**src/rtl/svreal_alu_reg_if.sv**
```systemverilog
// Operand/result bundle for svreal_alu_reg. Widths must match the ALU instance
// it is connected to; exponents live only on the ALU because they never change
// the bit layout of the bus.
interface svreal_alu_reg_if #(
    parameter int A_WIDTH = 16,
    parameter int B_WIDTH = 16,
    parameter int C_WIDTH = 16
);
    logic                      in_valid;
    logic [2:0]                op;
    logic signed [A_WIDTH-1:0] a_value;
    logic signed [B_WIDTH-1:0] b_value;
    logic signed [C_WIDTH-1:0] c_value;
    logic [2:0]                cmp;
    logic                      out_valid;

    modport master (
        output in_valid, op, a_value, b_value,
        input  c_value, cmp, out_valid
    );

    modport slave (
        input  in_valid, op, a_value, b_value,
        output c_value, cmp, out_valid
    );
endinterface

```
**src/rtl/svreal_alu_reg.sv**
```systemverilog
// Registered fixed-point ALU for svreal numbers (real = value * 2^exp).
// All arithmetic is combinational from the bus inputs; a single output stage
// registers the realigned result, the {gt,eq,lt} flags and a valid bit.

// Realigns a signed fixed-point value from one exponent to another. Shifting
// right is arithmetic (floor toward -inf); the result wraps to the output
// width with no saturation.
module svreal_align #(
    parameter int IN_WIDTH  = 16,
    parameter int IN_EXP    = -8,
    parameter int OUT_WIDTH = 16,
    parameter int OUT_EXP   = -8
) (
    input  logic signed [IN_WIDTH-1:0]  i_x,
    output logic signed [OUT_WIDTH-1:0] o_y
);
    localparam int SHIFT = IN_EXP - OUT_EXP;
    localparam int SHL   = (SHIFT > 0) ? SHIFT : 0;
    localparam int SHR   = (SHIFT < 0) ? -SHIFT : 0;
    // Wide enough that a left shift keeps every output bit and a right shift
    // still sees the sign extension.
    localparam int WW    = IN_WIDTH + OUT_WIDTH + SHL;

    logic signed [WW-1:0] w_wide;

    assign w_wide = {{(WW-IN_WIDTH){i_x[IN_WIDTH-1]}}, i_x};
    assign o_y    = OUT_WIDTH'((w_wide <<< SHL) >>> SHR);
endmodule

module svreal_alu_reg #(
    parameter int A_WIDTH = 16,
    parameter int A_EXP   = -8,
    parameter int B_WIDTH = 16,
    parameter int B_EXP   = -8,
    parameter int C_WIDTH = 16,
    parameter int C_EXP   = -8
) (
    input  logic            clk,
    input  logic            rst_n,
    svreal_alu_reg_if.slave bus
);
    typedef enum logic [2:0] {
        OP_MUL  = 3'd0,
        OP_ADD  = 3'd1,
        OP_SUB  = 3'd2,
        OP_NEG  = 3'd3,
        OP_MIN  = 3'd4,
        OP_MAX  = 3'd5,
        OP_PASS = 3'd6,
        OP_CMP  = 3'd7
    } opCode_t;

    // Full-precision product format.
    localparam int P_WIDTH = A_WIDTH + B_WIDTH;
    localparam int P_EXP   = A_EXP + B_EXP;

    // Compare format: the coarser exponent, with each operand narrowed by the
    // bits it loses so the right shift can never wrap.
    localparam int E_CMP    = (A_EXP > B_EXP) ? A_EXP : B_EXP;
    localparam int A_CMP_W  = A_WIDTH - (E_CMP - A_EXP);
    localparam int B_CMP_W  = B_WIDTH - (E_CMP - B_EXP);

    opCode_t                   w_op;
    logic signed [P_WIDTH-1:0] w_aExt;
    logic signed [P_WIDTH-1:0] w_bExt;
    logic signed [P_WIDTH-1:0] w_prod;
    logic signed [C_WIDTH-1:0] w_prodC;
    logic signed [C_WIDTH-1:0] w_aC;
    logic signed [C_WIDTH-1:0] w_bC;
    logic signed [A_CMP_W-1:0] w_aCmp;
    logic signed [B_CMP_W-1:0] w_bCmp;
    logic                      w_gt;
    logic                      w_eq;
    logic                      w_lt;
    logic signed [C_WIDTH-1:0] w_cNext;

    logic signed [C_WIDTH-1:0] r_cValue;
    logic [2:0]                r_cmp;
    logic                      r_outValid;

    assign w_op = opCode_t'(bus.op);

    assign w_aExt = {{B_WIDTH{bus.a_value[A_WIDTH-1]}}, bus.a_value};
    assign w_bExt = {{A_WIDTH{bus.b_value[B_WIDTH-1]}}, bus.b_value};
    assign w_prod = w_aExt * w_bExt;

    svreal_align #(
        .IN_WIDTH(P_WIDTH), .IN_EXP(P_EXP), .OUT_WIDTH(C_WIDTH), .OUT_EXP(C_EXP)
    ) u_alignProd (
        .i_x(w_prod), .o_y(w_prodC)
    );

    svreal_align #(
        .IN_WIDTH(A_WIDTH), .IN_EXP(A_EXP), .OUT_WIDTH(C_WIDTH), .OUT_EXP(C_EXP)
    ) u_alignA (
        .i_x(bus.a_value), .o_y(w_aC)
    );

    svreal_align #(
        .IN_WIDTH(B_WIDTH), .IN_EXP(B_EXP), .OUT_WIDTH(C_WIDTH), .OUT_EXP(C_EXP)
    ) u_alignB (
        .i_x(bus.b_value), .o_y(w_bC)
    );

    svreal_align #(
        .IN_WIDTH(A_WIDTH), .IN_EXP(A_EXP), .OUT_WIDTH(A_CMP_W), .OUT_EXP(E_CMP)
    ) u_alignACmp (
        .i_x(bus.a_value), .o_y(w_aCmp)
    );

    svreal_align #(
        .IN_WIDTH(B_WIDTH), .IN_EXP(B_EXP), .OUT_WIDTH(B_CMP_W), .OUT_EXP(E_CMP)
    ) u_alignBCmp (
        .i_x(bus.b_value), .o_y(w_bCmp)
    );

    // Both sides are signed, so the narrower one is sign-extended here.
    assign w_gt = (w_aCmp >  w_bCmp);
    assign w_eq = (w_aCmp == w_bCmp);
    assign w_lt = (w_aCmp <  w_bCmp);

    // Opcode decode; MIN/MAX reuse the compare flags so ordering matches cmp.
    always_comb begin
        w_cNext = '0;
        case (w_op)
            OP_MUL:  w_cNext = w_prodC;
            OP_ADD:  w_cNext = w_aC + w_bC;
            OP_SUB:  w_cNext = w_aC - w_bC;
            OP_NEG:  w_cNext = -w_aC;
            OP_MIN:  w_cNext = w_gt ? w_bC : w_aC;
            OP_MAX:  w_cNext = w_lt ? w_bC : w_aC;
            OP_PASS: w_cNext = w_aC;
            OP_CMP:  w_cNext = '0;
            default: w_cNext = '0;
        endcase
    end

    // Output stage: capture result and flags on valid, hold them otherwise.
    always_ff @(posedge clk or negedge rst_n) begin
        if (!rst_n) begin
            r_cValue   <= '0;
            r_cmp      <= 3'b000;
            r_outValid <= 1'b0;
        end else begin
            r_outValid <= bus.in_valid;
            if (bus.in_valid) begin
                r_cValue <= w_cNext;
                r_cmp    <= {w_gt, w_eq, w_lt};
            end
        end
    end

    assign bus.c_value   = r_cValue;
    assign bus.cmp       = r_cmp;
    assign bus.out_valid = r_outValid;
endmodule

```
**src/flat_wrapper.sv**
```systemverilog
// flat-port wrapper written by rule: the top's interface ports become plain ports
module svreal_alu_reg_flat 
#(
    parameter int A_WIDTH = 16,
    parameter int A_EXP   = -8,
    parameter int B_WIDTH = 16,
    parameter int B_EXP   = -8,
    parameter int C_WIDTH = 16,
    parameter int C_EXP   = -8
)
  (clk, rst_n, bus_in_valid, bus_op, bus_a_value, bus_b_value, bus_c_value, bus_cmp, bus_out_valid);
  svreal_alu_reg_if #(.A_WIDTH(A_WIDTH), .B_WIDTH(B_WIDTH), .C_WIDTH(C_WIDTH)) bus_i ();
  input  logic clk;
  input  logic rst_n;
  input wire logic [$bits(bus_i.in_valid)-1:0] bus_in_valid;
  input wire logic [$bits(bus_i.op)-1:0] bus_op;
  input wire logic [$bits(bus_i.a_value)-1:0] bus_a_value;
  input wire logic [$bits(bus_i.b_value)-1:0] bus_b_value;
  output wire logic [$bits(bus_i.c_value)-1:0] bus_c_value;
  output wire logic [$bits(bus_i.cmp)-1:0] bus_cmp;
  output wire logic [$bits(bus_i.out_valid)-1:0] bus_out_valid;
  assign bus_i.in_valid = bus_in_valid;
  assign bus_i.op = bus_op;
  assign bus_i.a_value = bus_a_value;
  assign bus_i.b_value = bus_b_value;
  assign bus_c_value = bus_i.c_value;
  assign bus_cmp = bus_i.cmp;
  assign bus_out_valid = bus_i.out_valid;
  svreal_alu_reg #(.A_WIDTH(A_WIDTH), .A_EXP(A_EXP), .B_WIDTH(B_WIDTH), .B_EXP(B_EXP), .C_WIDTH(C_WIDTH), .C_EXP(C_EXP)) u_core (.clk(clk), .rst_n(rst_n), .bus(bus_i));
endmodule
```
**config.mk**
```make
export PLATFORM = sky130hd
export DESIGN_NAME = svreal_alu_reg_flat
export DESIGN_NICKNAME = d
export VERILOG_FILES = /design/src/rtl/svreal_alu_reg_if.sv /design/src/rtl/svreal_alu_reg.sv /design/src/flat_wrapper.sv
export SDC_FILE = /design/constraint.sdc
export NUM_CORES = 1
export LEC_CHECK = 0
export CAP_MARGIN = 20
export CORE_UTILIZATION = 50
export DETAILED_ROUTE_END_ITERATION = 12
export GPL_ROUTABILITY_DRIVEN = 0
export PLACE_DENSITY = 0.68
export SYNTH_ARGS = -nofsm -noshare
export SYNTH_HDL_FRONTEND = slang
export SYNTH_SLANG_ARGS = --single-unit
```
**constraint.sdc**
```tcl
create_clock -name clk -period 0.84 [get_ports clk]
set_input_delay 0.168 -clock clk [delete_from_list [all_inputs] [get_ports clk]]
set_output_delay 0.168 -clock clk [all_outputs]
set_load 0.01 [all_outputs]
```
Word-level counts from Yosys, hierarchy flattened. Index checks and enable logic that the tools add are counted.

Flip-flop bits (word level): 20. Bits of input ports: 38. Output and inout port bits: 20. Logic and storage cells: 21.

Add/subtract/negate cells: 3. Multiply operators: 1. Magnitude comparators: 2. Equal/unequal tests: 8. Muxes and demuxes: 3. Reduce and logical (&&, ||, !) cells: 1.

Operators by type and width (count): one-hot mux 16 bit (8 select lines) (1); 2-to-1 mux 16 bit (2); multiplier 16 x 16 -> 24 bit (1); adder 16 bit (1); == test 16 bit (1); greater-than comparator 16 bit (1); < comparator 16 bit (1); negator 16 bit (1); subtractor 16 bit (1); == test 3 bit, second input constant (4); == test 3 x 2 -> 1 bit, second input constant (2); == test 3 x 1 -> 1 bit, second input constant (1); zero test 3 bit (1).

Depth between registers and ports, before layout. Gate-level depths: netlist of run 1.

Word-level depth: 3. Gate-level depth with buffers: 23. Mapped depth without buffers: 22.

Hierarchy. From an unflattened synthesis of run 1, not the netlist that was laid out.

Cells, all modules: 1549. Area, all modules: 13332.8 µm².

By module, submodules not included: svreal_alu_reg (times used 1, cells an instance 1469, area each 12732.2 µm²); svreal_align (times used 5, cells an instance 16, area each 120.1 µm²).

Least setup slack after synthesis of run 1. No wires, ideal clock.

Path type: input to register. Start point: input port bus_b_value[1]. End point: register u_core.r_cValue[14] (netlist: u_core.bus.c_value[14]). Setup time: 126 ps. Data arrival time: 5609 ps. Data required time: 714 ps. Slack: -4895 ps. Stages: 21. Cells stage by stage: clkbuf_1 clkbuf_1 nand2_1 fa_1 fa_1 fa_1 inv_1 fa_1 fa_1 inv_1 fa_1 inv_1 ha_1 a21o_1 a21o_1 o21a_1 o211ai_1 and2_1 o21ai_0 mux2i_1 o32a_1.

Cells in the longest elaborated chain, start to end: 3.

RTL lines: from (decl) (RTL line flat_wrapper.sv:18) `input wire logic [$bits(bus_i.b_value)-1:0] bus_b_value;`; parallel branches: the longest is 2 deep, another holds multiplier 16 x 16 -> 24 bit; one-hot mux 16 bit (8 select lines) * (RTL line svreal_alu_reg.sv:125) `case (w_op)`; to (signal assigned) (RTL line svreal_alu_reg.sv:147) `r_cValue <= w_cNext;`; to (decl) (RTL line svreal_alu_reg.sv:77) `logic signed [C_WIDTH-1:0] r_cValue;`.

Mark *: on every way between the ends. A chain may end at the register's enable or synchronous reset.

Worst setup path after layout of run 1.
Start point: input port bus_a_value[10]. End point: register u_core.r_cValue[9] (netlist: u_core.bus.c_value[9]).

Cells in the longest elaborated chain, start to end: 3.

RTL lines: from (decl) (RTL line flat_wrapper.sv:17) `input wire logic [$bits(bus_i.a_value)-1:0] bus_a_value;`; parallel branches: the longest is 2 deep, another holds multiplier 16 x 16 -> 24 bit; one-hot mux 16 bit (8 select lines) * (RTL line svreal_alu_reg.sv:125).

Marked as above.

==> flow_metrics.py, run 1 <==
metrics = {
    "sta": {
        "clock-skew-final_ns": 0,
        "postLayoutSetupSlackWorst_ns": -4.59,
        "fmaxAchievable_mhz": 184,
        "tightest_slew_ns": 0.559,
        "finalMaxSlewViolations": 0,
        "unrepaired_setup_endpoints_after_global_routing": "yes",
        "setup_total_negative_slack_ns": -75.62,
        "layout_min_cycle_time_ns": 5.43,
        "timing.hold.ws_ns": 0.254,
        "slew-limit-headroom_pct": 62.4,
        "final.period_utilization_pct": 646,
        "final-hold-violation-count": 0,
        "finalSetupViolations": 39,
    },
    "yosys": {
        "synth_area_per_cell_um2": 8.13,
        "synthArstFlopShare_pct": 100,
        "syn_inst": 1368,
        "synthFlopType": "sky130_fd_sc_hd__dfrtp_1",
        "yosysSeqAreaShare_pct": 4.50,
        "synth_seq_cells": 20,
        "edff_count_synth": 0,
        "synth.distinct_cells": 76,
        "mappedNetlistArea_um2": 11100,
        "synth-warning-count": 0,
        "postSynthNetCount": 1696,
    },
    "cells_and_area": {
        "number_of_inserted_filler_cells_in_the_final_layout": 1526,
        "mostFrequentLayoutCells": "sky130_fd_sc_hd__buf_4, sky130_fd_sc_hd__inv_1, sky130_fd_sc_hd__fa_1, sky130_fd_sc_hd__nand2_1, sky130_fd_sc_hd__nor2_1",
        "area.growth.synth_to_final_pct": 43.2,
        "final_common_cell": "sky130_fd_sc_hd__buf_4",
        "finish.utilization_pct": 73.0,
        "fraction_of_layout_instances_using_a_drive_strength_above_1_pct": 36.0,
        "final_net_count": 2045,
    },
    "setup_path": {
        "worst-endpoint-required_ns": 0.97,
        "critPathCaptureType": "register",
        "timing.critical_path.slowest_stage_cell": "sky130_fd_sc_hd__fa_1",
        "timing.critical_path.arrival_ns": 5.56,
        "critical_path.top_delay_family": "adder cells",
        "worst_path_cell_chain": "clkbuf_4 -> bufbuf_16 -> and2_4 -> fa_1 -> inv_1 -> fa_1 -> fa_1 -> inv_1 -> fa_1 -> fa_1 -> inv_2 -> fa_1 -> inv_2 -> ha_4 -> a21o_1 -> o21a_1 -> o21a_1 -> o21a_1 -> or3_1 -> nand3_1 -> a31oi_1",
        "path_buf_inv": 6,
        "setup.worst_path.class": "input pin to register",
        "critical-path-max-stage-delay_ns": 0.54,
        "path_max_fanout": 5,
        "critPathLaunchType": "input pin",
        "cpMostUsedCell": "sky130_fd_sc_hd__fa_1",
    },
    "route": {
        "finalWirelength_mm": 41.4,
        "post_drt_via_cell_ratio": 5.85,
        "drtAntennaViolNets": 0,
        "wl_per_cell_um": 20.7,
        "dr_total_vias": 11688,
        "detailedRoute.firstIterationViolations": 1234,
        "drt_drc_violations_left": 0,
        "drtPass1Iterations": 8,
    },
    "global_routing": {
        "grt_pass1_vias": 11727,
        "number_of_antenna_violations_at_the_first_check_in_global_routing": 2,
        "grt_max_degree": 21,
        "global_route_wire_length_before_repair_mm": 62.2,
        "overflow": 0,
        "grt_util_all_layers_pct": 36.5,
    },
    "pwr": {
        "power_switching_share_pct": 48.3,
        "max-vdd-ir-drop_mv": 5.33,
        "pwr-share-clk_pct": 1.9,
        "p_leak_uw": 0.00786,
        "cell_int_power_uw": 33700,
        "register_share_of_total_power_pct": 2.5,
        "power-per-cell-area_nw_per_um2": 4090,
        "design_power_total_uw": 65200,
        "netSwitchingPower_uw": 31500,
        "p_comb_share_pct": 95.6,
    },
    "outcome": {
        "failing_checks": "negative setup slack",
        "status": "finished, violations left",
    },
    "floorplan": {
        "die_height_um": 151,
        "num_io_pins": 58,
        "fp.coreArea_um2": 21800,
        "fp.dieW_um": 151,
        "initial_core_util_pct": 51.0,
        "die_area_um2": 22800,
        "core.rowCount": 54,
    },
    "clock_network": {
        "clk_transition_reported_paths_ns": 0.07,
        "tritoncts_num_sinks": 20,
        "clock_path_buffers": 2,
        "cts_tree": "done",
        "h-tree-depth": 1,
        "cts_inserted_buffers": 3,
        "clk_tree_root_cell": "sky130_fd_sc_hd__clkbuf_16",
        "clkLatencyLatePin_ns": 0.27,
    },
    "placed_design": {
        "dp_hpwl_mm": 30.7,
        "dp_slack_ns": -5.23,
        "port-buffer-count": 57,
    },
    "job": {
        "drv.max_cap_violation_count": 0,
    },
    "worst_hold_path": {
        "holdCritPathClass": "input pin to asynchronous set/reset pin",
    },
}
==> synthesized netlist by cell type (9+ instances only) <==
master | number | area, µm²
sky130_fd_sc_hd__and2_1 | 90 | 563
sky130_fd_sc_hd__inv_1 | 282 | 1060
sky130_fd_sc_hd__nand3_1 | 11 | 55.1
sky130_fd_sc_hd__ha_1 | 102 | 1280
sky130_fd_sc_hd__o221ai_1 | 9 | 78.8
sky130_fd_sc_hd__buf_2 | 11 | 55.1
sky130_fd_sc_hd__fa_1 | 188 | 3760
sky130_fd_sc_hd__nand4_1 | 9 | 56.3
sky130_fd_sc_hd__a21oi_1 | 44 | 220
sky130_fd_sc_hd__nand2_1 | 145 | 544
sky130_fd_sc_hd__nor3_1 | 21 | 105
sky130_fd_sc_hd__xnor2_1 | 17 | 149
sky130_fd_sc_hd__a21o_1 | 9 | 67.6
sky130_fd_sc_hd__mux2i_1 | 16 | 160
sky130_fd_sc_hd__nor2_1 | 76 | 285
sky130_fd_sc_hd__clkbuf_1 | 66 | 248
sky130_fd_sc_hd__o21ai_0 | 52 | 260
sky130_fd_sc_hd__o21a_1 | 12 | 90.1
sky130_fd_sc_hd__dfrtp_1 | 20 | 500
sky130_fd_sc_hd__o22ai_1 | 11 | 68.8
sky130_fd_sc_hd__nand2b_1 | 11 | 68.8
sky130_fd_sc_hd__mux2_2 | 9 | 101
==> final cells by class <==
cell class                      instances  area, µm²  share of cell area (%)
Tap cell                              280        350                    2.20
Inverter                              282       1070                    6.73
Antenna cell                            1       2.50                  0.0157
Multi-Input combinational cell        983      10100                    63.2
Sequential cell                        20        502                    3.15
Timing Repair Buffer                  427       3840                    24.1
Clock buffer                            4       88.8                   0.558
==> layer usage <==
| metal | share of wire [%] | GRT usage [%] | vias up |
|---|---|---|---|
| li1 | - | - | 5058 |
| met1 | 36 | 45.3 | 5675 |
| met2 | 47 | 59.9 | 732 |
| met3 | 10 | 7.11 | 221 |
| met4 | 6.8 | 20.0 | 2 |
| met5 | 0.031 | 0 | - |
==> metrics by stage <==
| step | cell area [µm²] | cells |
|---|---|---|
| after floorplan | 11600 | 1368 |
| after global placement | 14200 | 1914 |
| after detailed placement | 14200 | 1914 |
| after CTS | 15700 | 1986 |
| after global routing | 15900 | 1996 |
| final | 15900 | 1997 |
==> timing repair <==
| action | in CTS | in global routing |
|---|---|---|
| hold buffers | 0 | 0 |
| cloned | 9 | 0 |
| setup buffers | 62 | 18 |
| setup endpoints to repair | 39 | 39 |
| gates resized for setup | 393 | 72 |
| pin swaps | 107 | 95 |
==> worst register-to-register path, stage by stage, from the launching register on <==
cell	delay [ns]
sky130_fd_sc_hd__dfrtp_1	0.42
sky130_fd_sc_hd__buf_4	0.16
sky130_fd_sc_hd__nor2_1	0.12
sky130_fd_sc_hd__a31oi_1	0.08
==> final timing paths <==
path / to / from / slack, ns / cells past startpoint
setup / recovery: u_core.bus.c_value[9] / bus_a_value[10] / -4.59 / 21
hold / removal: u_core.bus.cmp[2] / rst_n / 0.25 / 2
setup reg to reg: u_core.bus.c_value[9] / u_core.bus.c_value[9] / -0.07 / 3
hold reg to reg: u_core.bus.c_value[0] / u_core.bus.c_value[0] / 0.49 / 1
max in group asynchronous: u_core.bus.c_value[13] / rst_n / 0.41 / 2
min in group clk: u_core.bus.c_value[0] / u_core.bus.c_value[0] / 0.49 / 1
==> sequential cells by signal, summed over array words and instances, names as in the netlist <==
| signal | count |
|---|---|
| u_core.bus.cmp | 3 |
| u_core.bus.out_valid | 1 |
| u_core.bus.c_value | 16 |
==> kinds of logic after synthesis <==
group	synth area share [%]
buffers and inverters	12.7
adders and majority gates	45.3
muxes	2.45
xor gates and xnor gates	2.78
and+or+nand+nor	18.0
AOI/OAI and AO/OA	14.3
DFF	4.50
==> power groups by stage <==
stage	registers (µW)	clock network, µW	logic (µW)
floorplan	1670	0	29300
global placement	1600	0	45300
detailed placement	1600	0	46800
CTS	1600	1220	57300
global route	1660	1250	66300
finish	1650	1240	62300
Note: power is estimated with default switching activity, not from simulation.
==> run 2, diff against run 1 <==
--- a/config.mk
+++ b/config.mk
@@ -7,6 +7,7 @@
 export LEC_CHECK = 0
 export CAP_MARGIN = 20
 export CORE_UTILIZATION = 50
+export CTS_CLUSTER_SIZE = 24
 export DETAILED_ROUTE_END_ITERATION = 12
 export GPL_ROUTABILITY_DRIVEN = 0
 export PLACE_DENSITY = 0.68
==> results of run 2 <==
No change in the layout: final DEF, timing and power equal those of run 1.
